$ cat config.mk
export PLATFORM = sky130hd
export DESIGN_NAME = pp_seq_mult_ctrl
export DESIGN_NICKNAME = d
export VERILOG_FILES = /design/src/rtl/pp_seq_mult_ctrl_pkg.sv /design/src/rtl/pp_seq_mult_ctrl_row_gen.sv /design/src/rtl/pp_seq_mult_ctrl.sv
export SDC_FILE = /design/constraint.sdc
export NUM_CORES = 1
export LEC_CHECK = 0
export CAP_MARGIN = 20
export CORE_MARGIN = 1
export CORE_UTILIZATION = 47
export DETAILED_ROUTE_END_ITERATION = 10
export PLACE_DENSITY = 0.7
export SLEW_MARGIN = 25
export SYNTH_ARGS = -nofsm -noshare
export SYNTH_HDL_FRONTEND = slang
export SYNTH_HIERARCHICAL = 1
export SYNTH_SLANG_ARGS = --single-unit
$ cat constraint.sdc
create_clock -name clk -period 17.25 [get_ports clk]
set_input_delay 5.175 -clock clk [delete_from_list [all_inputs] [get_ports clk]]
set_output_delay 5.175 -clock clk [all_outputs]
set_load 0.01 [all_outputs]
$ cat src/rtl/pp_seq_mult_ctrl_pkg.sv
// rtl/pp_seq_mult_ctrl_pkg.sv - shared widths, constants and FSM encodings for the sequential multiplier
package pp_seq_mult_ctrl_pkg;
  localparam int W     = 16;
  localparam int P_W   = 2 * W;
  localparam int CNT_W = $clog2(W);

  // Baugh-Wooley correction: compensates the inverted row MSBs and the sign weight
  localparam logic [P_W-1:0] BW_CONST = (P_W'(1) << W) + (P_W'(1) << (P_W - 1));

  localparam logic [1:0] IDLE = 2'd0;
  localparam logic [1:0] RUN  = 2'd1;
  localparam logic [1:0] DONE = 2'd2;
endpackage

$ cat src/rtl/pp_seq_mult_ctrl_row_gen.sv
// rtl/pp_seq_mult_ctrl_row_gen.sv - one Baugh-Wooley partial-product row (module pp_row_gen)
module pp_row_gen
  import pp_seq_mult_ctrl_pkg::*;
(
  input  logic [W-1:0] a,
  input  logic         b_bit,
  input  logic         row_is_last,
  input  logic         signed_mode,
  output logic [W-1:0] row
);
  always_comb begin
    row = '0;
    for (int j = 0; j < W; j++) begin
      // invert exactly the terms that pair a sign bit with a magnitude bit
      row[j] = (a[j] & b_bit) ^ (signed_mode & ((j == W - 1) ^ row_is_last));
    end
  end
endmodule

$ cat src/rtl/pp_seq_mult_ctrl.sv
// rtl/pp_seq_mult_ctrl.sv - iterative signed/unsigned multiplier, one partial-product row per cycle
module pp_seq_mult_ctrl
  import pp_seq_mult_ctrl_pkg::*;
(
  input  logic           clk,
  input  logic           rst,
  input  logic           in_valid,
  output logic           in_ready,
  input  logic [W-1:0]   in_a,
  input  logic [W-1:0]   in_b,
  input  logic           in_signed,
  output logic           out_valid,
  input  logic           out_ready,
  output logic [P_W-1:0] out_p,
  output logic           busy
);
  logic [1:0]       state;
  logic [P_W-1:0]   acc;
  logic [CNT_W-1:0] cnt;
  logic [W-1:0]     a_q;
  logic [W-1:0]     b_q;
  logic             signed_q;
  logic [W-1:0]     row;
  logic             row_is_last;

  assign row_is_last = (cnt == CNT_W'(W - 1));

  pp_row_gen u_row_gen (
    .a           (a_q),
    .b_bit       (b_q[cnt]),
    .row_is_last (row_is_last),
    .signed_mode (signed_q),
    .row         (row)
  );

  always_ff @(posedge clk or posedge rst) begin
    if (rst) begin
      state    <= IDLE;
      acc      <= '0;
      cnt      <= '0;
      a_q      <= '0;
      b_q      <= '0;
      signed_q <= 1'b0;
    end else begin
      case (state)
        IDLE: begin
          if (in_valid) begin
            a_q      <= in_a;
            b_q      <= in_b;
            signed_q <= in_signed;
            cnt      <= '0;
            acc      <= in_signed ? BW_CONST : '0;
            state    <= RUN;
          end
        end
        RUN: begin
          acc <= acc + ({{W{1'b0}}, row} << cnt);
          cnt <= cnt + 1'b1;
          if (row_is_last) state <= DONE;
        end
        DONE: begin
          if (out_ready) state <= IDLE;
        end
        default: state <= IDLE;
      endcase
    end
  end

  assign in_ready  = (state == IDLE);
  assign out_valid = (state == DONE);
  assign busy      = (state != IDLE);
  assign out_p     = acc;
endmodule

; Yosys cells after proc, flatten, opt, wreduce, memory -nomap -nowiden
; Index checks and enable logic that the tools add are counted.
[op_classes]
reduce_logical = 6
n_bitwise = 35
addsub = 2
n_shift = 1
order_cmp = 1
n_eq_ne = 6
n_mux = 11
[ops]
columns = op, count
row1 = two-way mux 32 bit, 2
row2 = case mux 32 bit (2 select lines), 1
row3 = adder 32 bit, 1
row4 = left shift 16 x 4 -> 32 bit, 1
row5 = bitwise AND 1 bit, 18
row6 = bitwise XOR 1 bit, 16
row7 = case mux 4 bit (2 select lines), 1
row8 = two-way mux 2 bit, 3
row9 = case mux 2 bit (3 select lines), 1
row10 = "< comparator 4 x 5 -> 1 bit, second input constant", 1
row11 = "adder 4 x 1 -> 4 bit, second input constant", 1
row12 = binary-select mux 1 bit (select 4 bit), 1
row13 = "== test 4 bit, second input constant", 1
row14 = two-way mux 4 bit, 1
row15 = "inequality test 2 x 1 -> 1 bit, second input constant", 2
row16 = AND reduction 2 bit, 2
row17 = nonzero test 2 bit, 2
row18 = AND reduction 3 bit, 1
row19 = "== test 2 x 1 -> 1 bit, second input constant", 1
row20 = "== test 2 bit, second input constant", 1
row21 = zero test 2 bit, 1
row22 = "inequality test 2 bit, second input constant", 1
row23 = two-way mux 1 bit, 1
row24 = inverter 1 bit, 1
[totals]
regBits = 71

; Longest topological paths before layout
[depth]
word_depth = 7
depth_mapped = 25
depth_no_buf = 21

; Cells and area by module
; Netlist, hierarchy kept.
[modules_own_cells]
columns = mod, instances, cells_each, seq_area_each_um2, area_per_inst_um2
row1 = pp_seq_mult_ctrl, 1, 624, 1776.7, 5144.9
row2 = pp_row_gen, 1, 37, 0.0, 267.8

; Worst setup path before layout
; OpenSTA, ideal clock, no wires.
[synth_timing]
path_kind = input port to flip-flop
start = input in_valid
end = register acc[3], in the netlist out_p[3]
path_buffers = 2
t_arrival_ns = 5.941
slack_ns = 11.170
stages = 4
cell_sequence = and2_1 > clkbuf_1 > clkbuf_1 > o32ai_1
[synth_via]
elab_chain_cells = 2
[synth_lines]
columns = item, line
row1 = start: declaration, pp_seq_mult_ctrl.sv:7  ; input logic in_valid,
row2 = inequality test 2 bit (no source line), --
row3 = AND reduction 2 bit (no source line), --
row4 = end signal: assignment, pp_seq_mult_ctrl.sv:52  ; acc <= in_signed ? BW_CONST : '0;
row5 = end signal: assignment, pp_seq_mult_ctrl.sv:57  ; acc <= acc + ({{W{1'b0}}, row} << cnt);
row6 = end: declaration, pp_seq_mult_ctrl.sv:18  ; logic [P_W-1:0] acc;
; No other way between the ends.
; A chain may end at the register's enable or synchronous reset.

; Worst setup path after layout
[layout_timing]
start = register state[0]
end = output in_ready
[layout_via]
elab_chain_cells = 1
[layout_lines]
columns = item, line
row1 = start: declaration, pp_seq_mult_ctrl.sv:17  ; logic [1:0] state;
row2 = start signal: assignment, pp_seq_mult_ctrl.sv:38  ; state <= IDLE;
row3 = start signal: assignment, pp_seq_mult_ctrl.sv:53  ; state <= RUN;
row4 = start signal: assignment, pp_seq_mult_ctrl.sv:59  ; if (row_is_last) state <= DONE;
row5 = zero test 2 bit, pp_seq_mult_ctrl.sv:69  ; assign in_ready = (state == IDLE);
row6 = end: declaration, pp_seq_mult_ctrl.sv:8  ; output logic in_ready,
; No other way between the ends.

==> results.sh <==
export IMPL_path_class="flip-flop to output port"
export IMPL_core_area_sq_um=11000
export IMPL_placementRows=38
export IMPL_area_growth_pct=19.6
export IMPL_vias=4720
export IMPL_die_area_sq_um=11900
export IMPL_vdd_drop_max_mv=0.105
export IMPL_n_antenna_cell=0
export IMPL_cts_resized=0
export IMPL_grt_pass1_wl_um=21200
export IMPL_finClkSkew_ns=0.0121
export IMPL_synth_edf_count=0
export IMPL_avgSynthCellArea_sq_um=8.19
export IMPL_crit_arrival_ns=1.69
export IMPL_grt_use_met2=0.376
export IMPL_nets=781
export IMPL_worst_pin_slew_ns=0.827
export IMPL_ff2ff_setup_slack_ns=11.52
export IMPL_synth_most_common_cell="nand2_1"
export IMPL_setup_slack_ns=10.39
export IMPL_drv_cap=0
export IMPL_fmax_mhz=146
export IMPL_critPathCaptureType="output port"
export IMPL_routedWlPerCell_um=14.7
export IMPL_grt_busiest_layer="met2"
export IMPL_drt_iter0_markers=298
export IMPL_syn_inst=661
export IMPL_track_usage=0.227
export IMPL_syn_cell_area_sq_um=5410
export IMPL_die_h_um=109
export IMPL_worst_r2r_endpoint="out_p[31]"
export IMPL_viasPerCell=5.52
export IMPL_grt_pass1_vias=4483
export IMPL_cp_required_ns=12.07
export IMPL_clock_root_buffer="clkbuf_16"
export IMPL_startpoint_type="flip-flop"
export IMPL_dp_slack_ns=10.38
export IMPL_cts_buffers=9
export IMPL_hold_depth=2
export IMPL_min_path_type="flip-flop to flip-flop"
export IMPL_dr_pass1_iters=6
export IMPL_slew_headroom=0.448
export IMPL_fin_crit_ns=6.86
export IMPL_whs_endpoint="b_q[7]"
export IMPL_grt_setup_unrepaired="false"
export IMPL_async_flop_share=1.00
export IMPL_status="complete, no violations"
export IMPL_ys_ff_latch=71
export IMPL_synth_cell_types=62
export IMPL_synth_top_cells_by_area="dfrtp_1 33%, nand2_1 11%, ha_1 7.4%, o21ai_0 4.9%, xor2_1 4.7%"
export IMPL_ioPinCount=72
export IMPL_gr_total_overflow=0
export IMPL_cts_num_sinks=71
export IMPL_grt_util_met3=0.0296
export IMPL_cts_tree="yes"
export IMPL_maxSlewViolCount=0
export IMPL_portBuffers=71
export IMPL_timing_rr_start="cnt[1]"
export IMPL_drive_above_1_share=0.0811
export IMPL_cp_max_fo=4
export IMPL_synth_nets=731
export IMPL_holdWs_ns=0.469
export IMPL_post_synth_top_area_fraction=0.328
export IMPL_final_period_utilization=0.398
export IMPL_drc=0
export IMPL_cts_setup_buffers=0
export IMPL_grt_antenna_before_repair=0
export IMPL_ys_warnings_count=6
export IMPL_clockBufferDepth=2
export IMPL_use_met1=0.306
export IMPL_leakage_nw=2.89
export IMPL_postRouteAntennaNets=0
export IMPL_initial_core_util=0.491
export IMPL_power_density_nw_per_um2=236
export IMPL_hold_viol=0
export IMPL_min_from="b_q[7]"
export IMPL_cts_hold_buf=0
export IMPL_tns_ns=0
export IMPL_path_clk_slew_ns=0.06
export IMPL_grt_max_degree=72
export IMPL_h_tree_depth=3
export IMPL_postRouteWirelength_um=12600
export IMPL_setup_viol=0
export IMPL_hpwl_um=9150
export IMPL_ys_flop_type="dfrtp_1"
export IMPL_yosys_area_top_type="dfrtp_1"
export IMPL_clk_insertion_delay_late_ns=0.34
export IMPL_reg2regPathDepth=18
export IMPL_synthTopCellsByCount="160 x nand2_1, 71 x dfrtp_1, 53 x o21ai_0, 40 x nor2_1, 38 x a21oi_1"
export IMPL_die_x_um=109
export IMPL_gp_congestion=0.857
export IMPL_seq_area_frac_synth=0.328
cells by family after synthesis:
kind of cell | share of synthesized area
AND/OR/NAND/NOR | 0.222
AO/OA/AOI/OAI | 0.181
flip-flops | 0.328
buffers and inverters | 0.0405
XOR/XNOR | 0.0710
adder cells (fa/ha/maj) | 0.0777
multiplexers | 0.0804
state kept, by name, summed over array words and instances (netlist names):
signal    cells
out_p        32
a_q          16
b_q          16
cnt           4
state         2
signed_q      1
placed cells by master (no fill, tap or decap), drive strengths merged, types with 8 or more instances in the layout:
| cell type | count |
|---|---|
| mux2i | 12 |
| mux2 | 8 |
| a21o | 13 |
| xnor2 | 14 |
| mux4 | 10 |
| nand3 | 32 |
| a21oi | 39 |
| nor2b | 8 |
| nor2 | 40 |
| clkbuf | 10 |
| xor2 | 29 |
| nand2 | 162 |
| inv | 13 |
| clkdlybuf4s50 | 71 |
| dfrtp | 71 |
| o21ai | 59 |
| ha | 32 |
metrics by stage:
stage	util	cell area [sq um]	cells	power, mW
detailed placement	0.560	6180	839	1.34
CTS	0.585	6450	854	1.52
finish	0.587	6480	855	1.53
floorplan	-	5410	661	1.10
global route	0.587	6480	855	1.67
global placement	0.559	6170	839	1.32
worst max path at each step:
| stage | start | endpoint | slack [ns] | cells after the start |
|---|---|---|---|---|
| finish | state[0] | in_ready | 10.39 | 2 |
| global route | state[0] | in_ready | 10.31 | 2 |
| CTS | state[0] | in_ready | 10.41 | 2 |
| detailed placement | in_valid | out_p[30] | 10.38 | 6 |
| global placement | in_valid | out_p[31] | 10.33 | 6 |
| floorplan | rst | a_q[0] | 10.28 | 1 |
routing by layer:
metal / up-vias / wire length (um)
met5: - / 0
li1: 2396 / -
met1: 2190 / 6000
met4: 0 / 165
met3: 15 / 539
met2: 119 / 5850
final cells by class:
class | count | area [sq um]
Clock buffer | 10 | 239
Clock inverter | 5 | 35.0
Multi-Input combinational cell | 539 | 3430
Fill cell | 1021 | 4550
Inverter | 13 | 48.8
Sequential cell | 71 | 1780
Timing Repair Buffer | 77 | 768
Tap cell | 140 | 175
power breakdown:
group | internal (mW) | total, mW | leakage, nW | switching (mW)
clock | 0.100 | 0.174 | 0.134 | 0.0740
combinational | 0.452 | 1.03 | 1.88 | 0.577
sequential | 0.252 | 0.323 | 0.875 | 0.0709
total | 0.804 | 1.53 | 2.89 | 0.722
critical path, cell delays in order, from the launching register on:
cell,delay [ns]
dfrtp_1,0.43
nor2_1,0.32
clkdlybuf4s50_1,0.61
(Power assumes the default switching activity.)
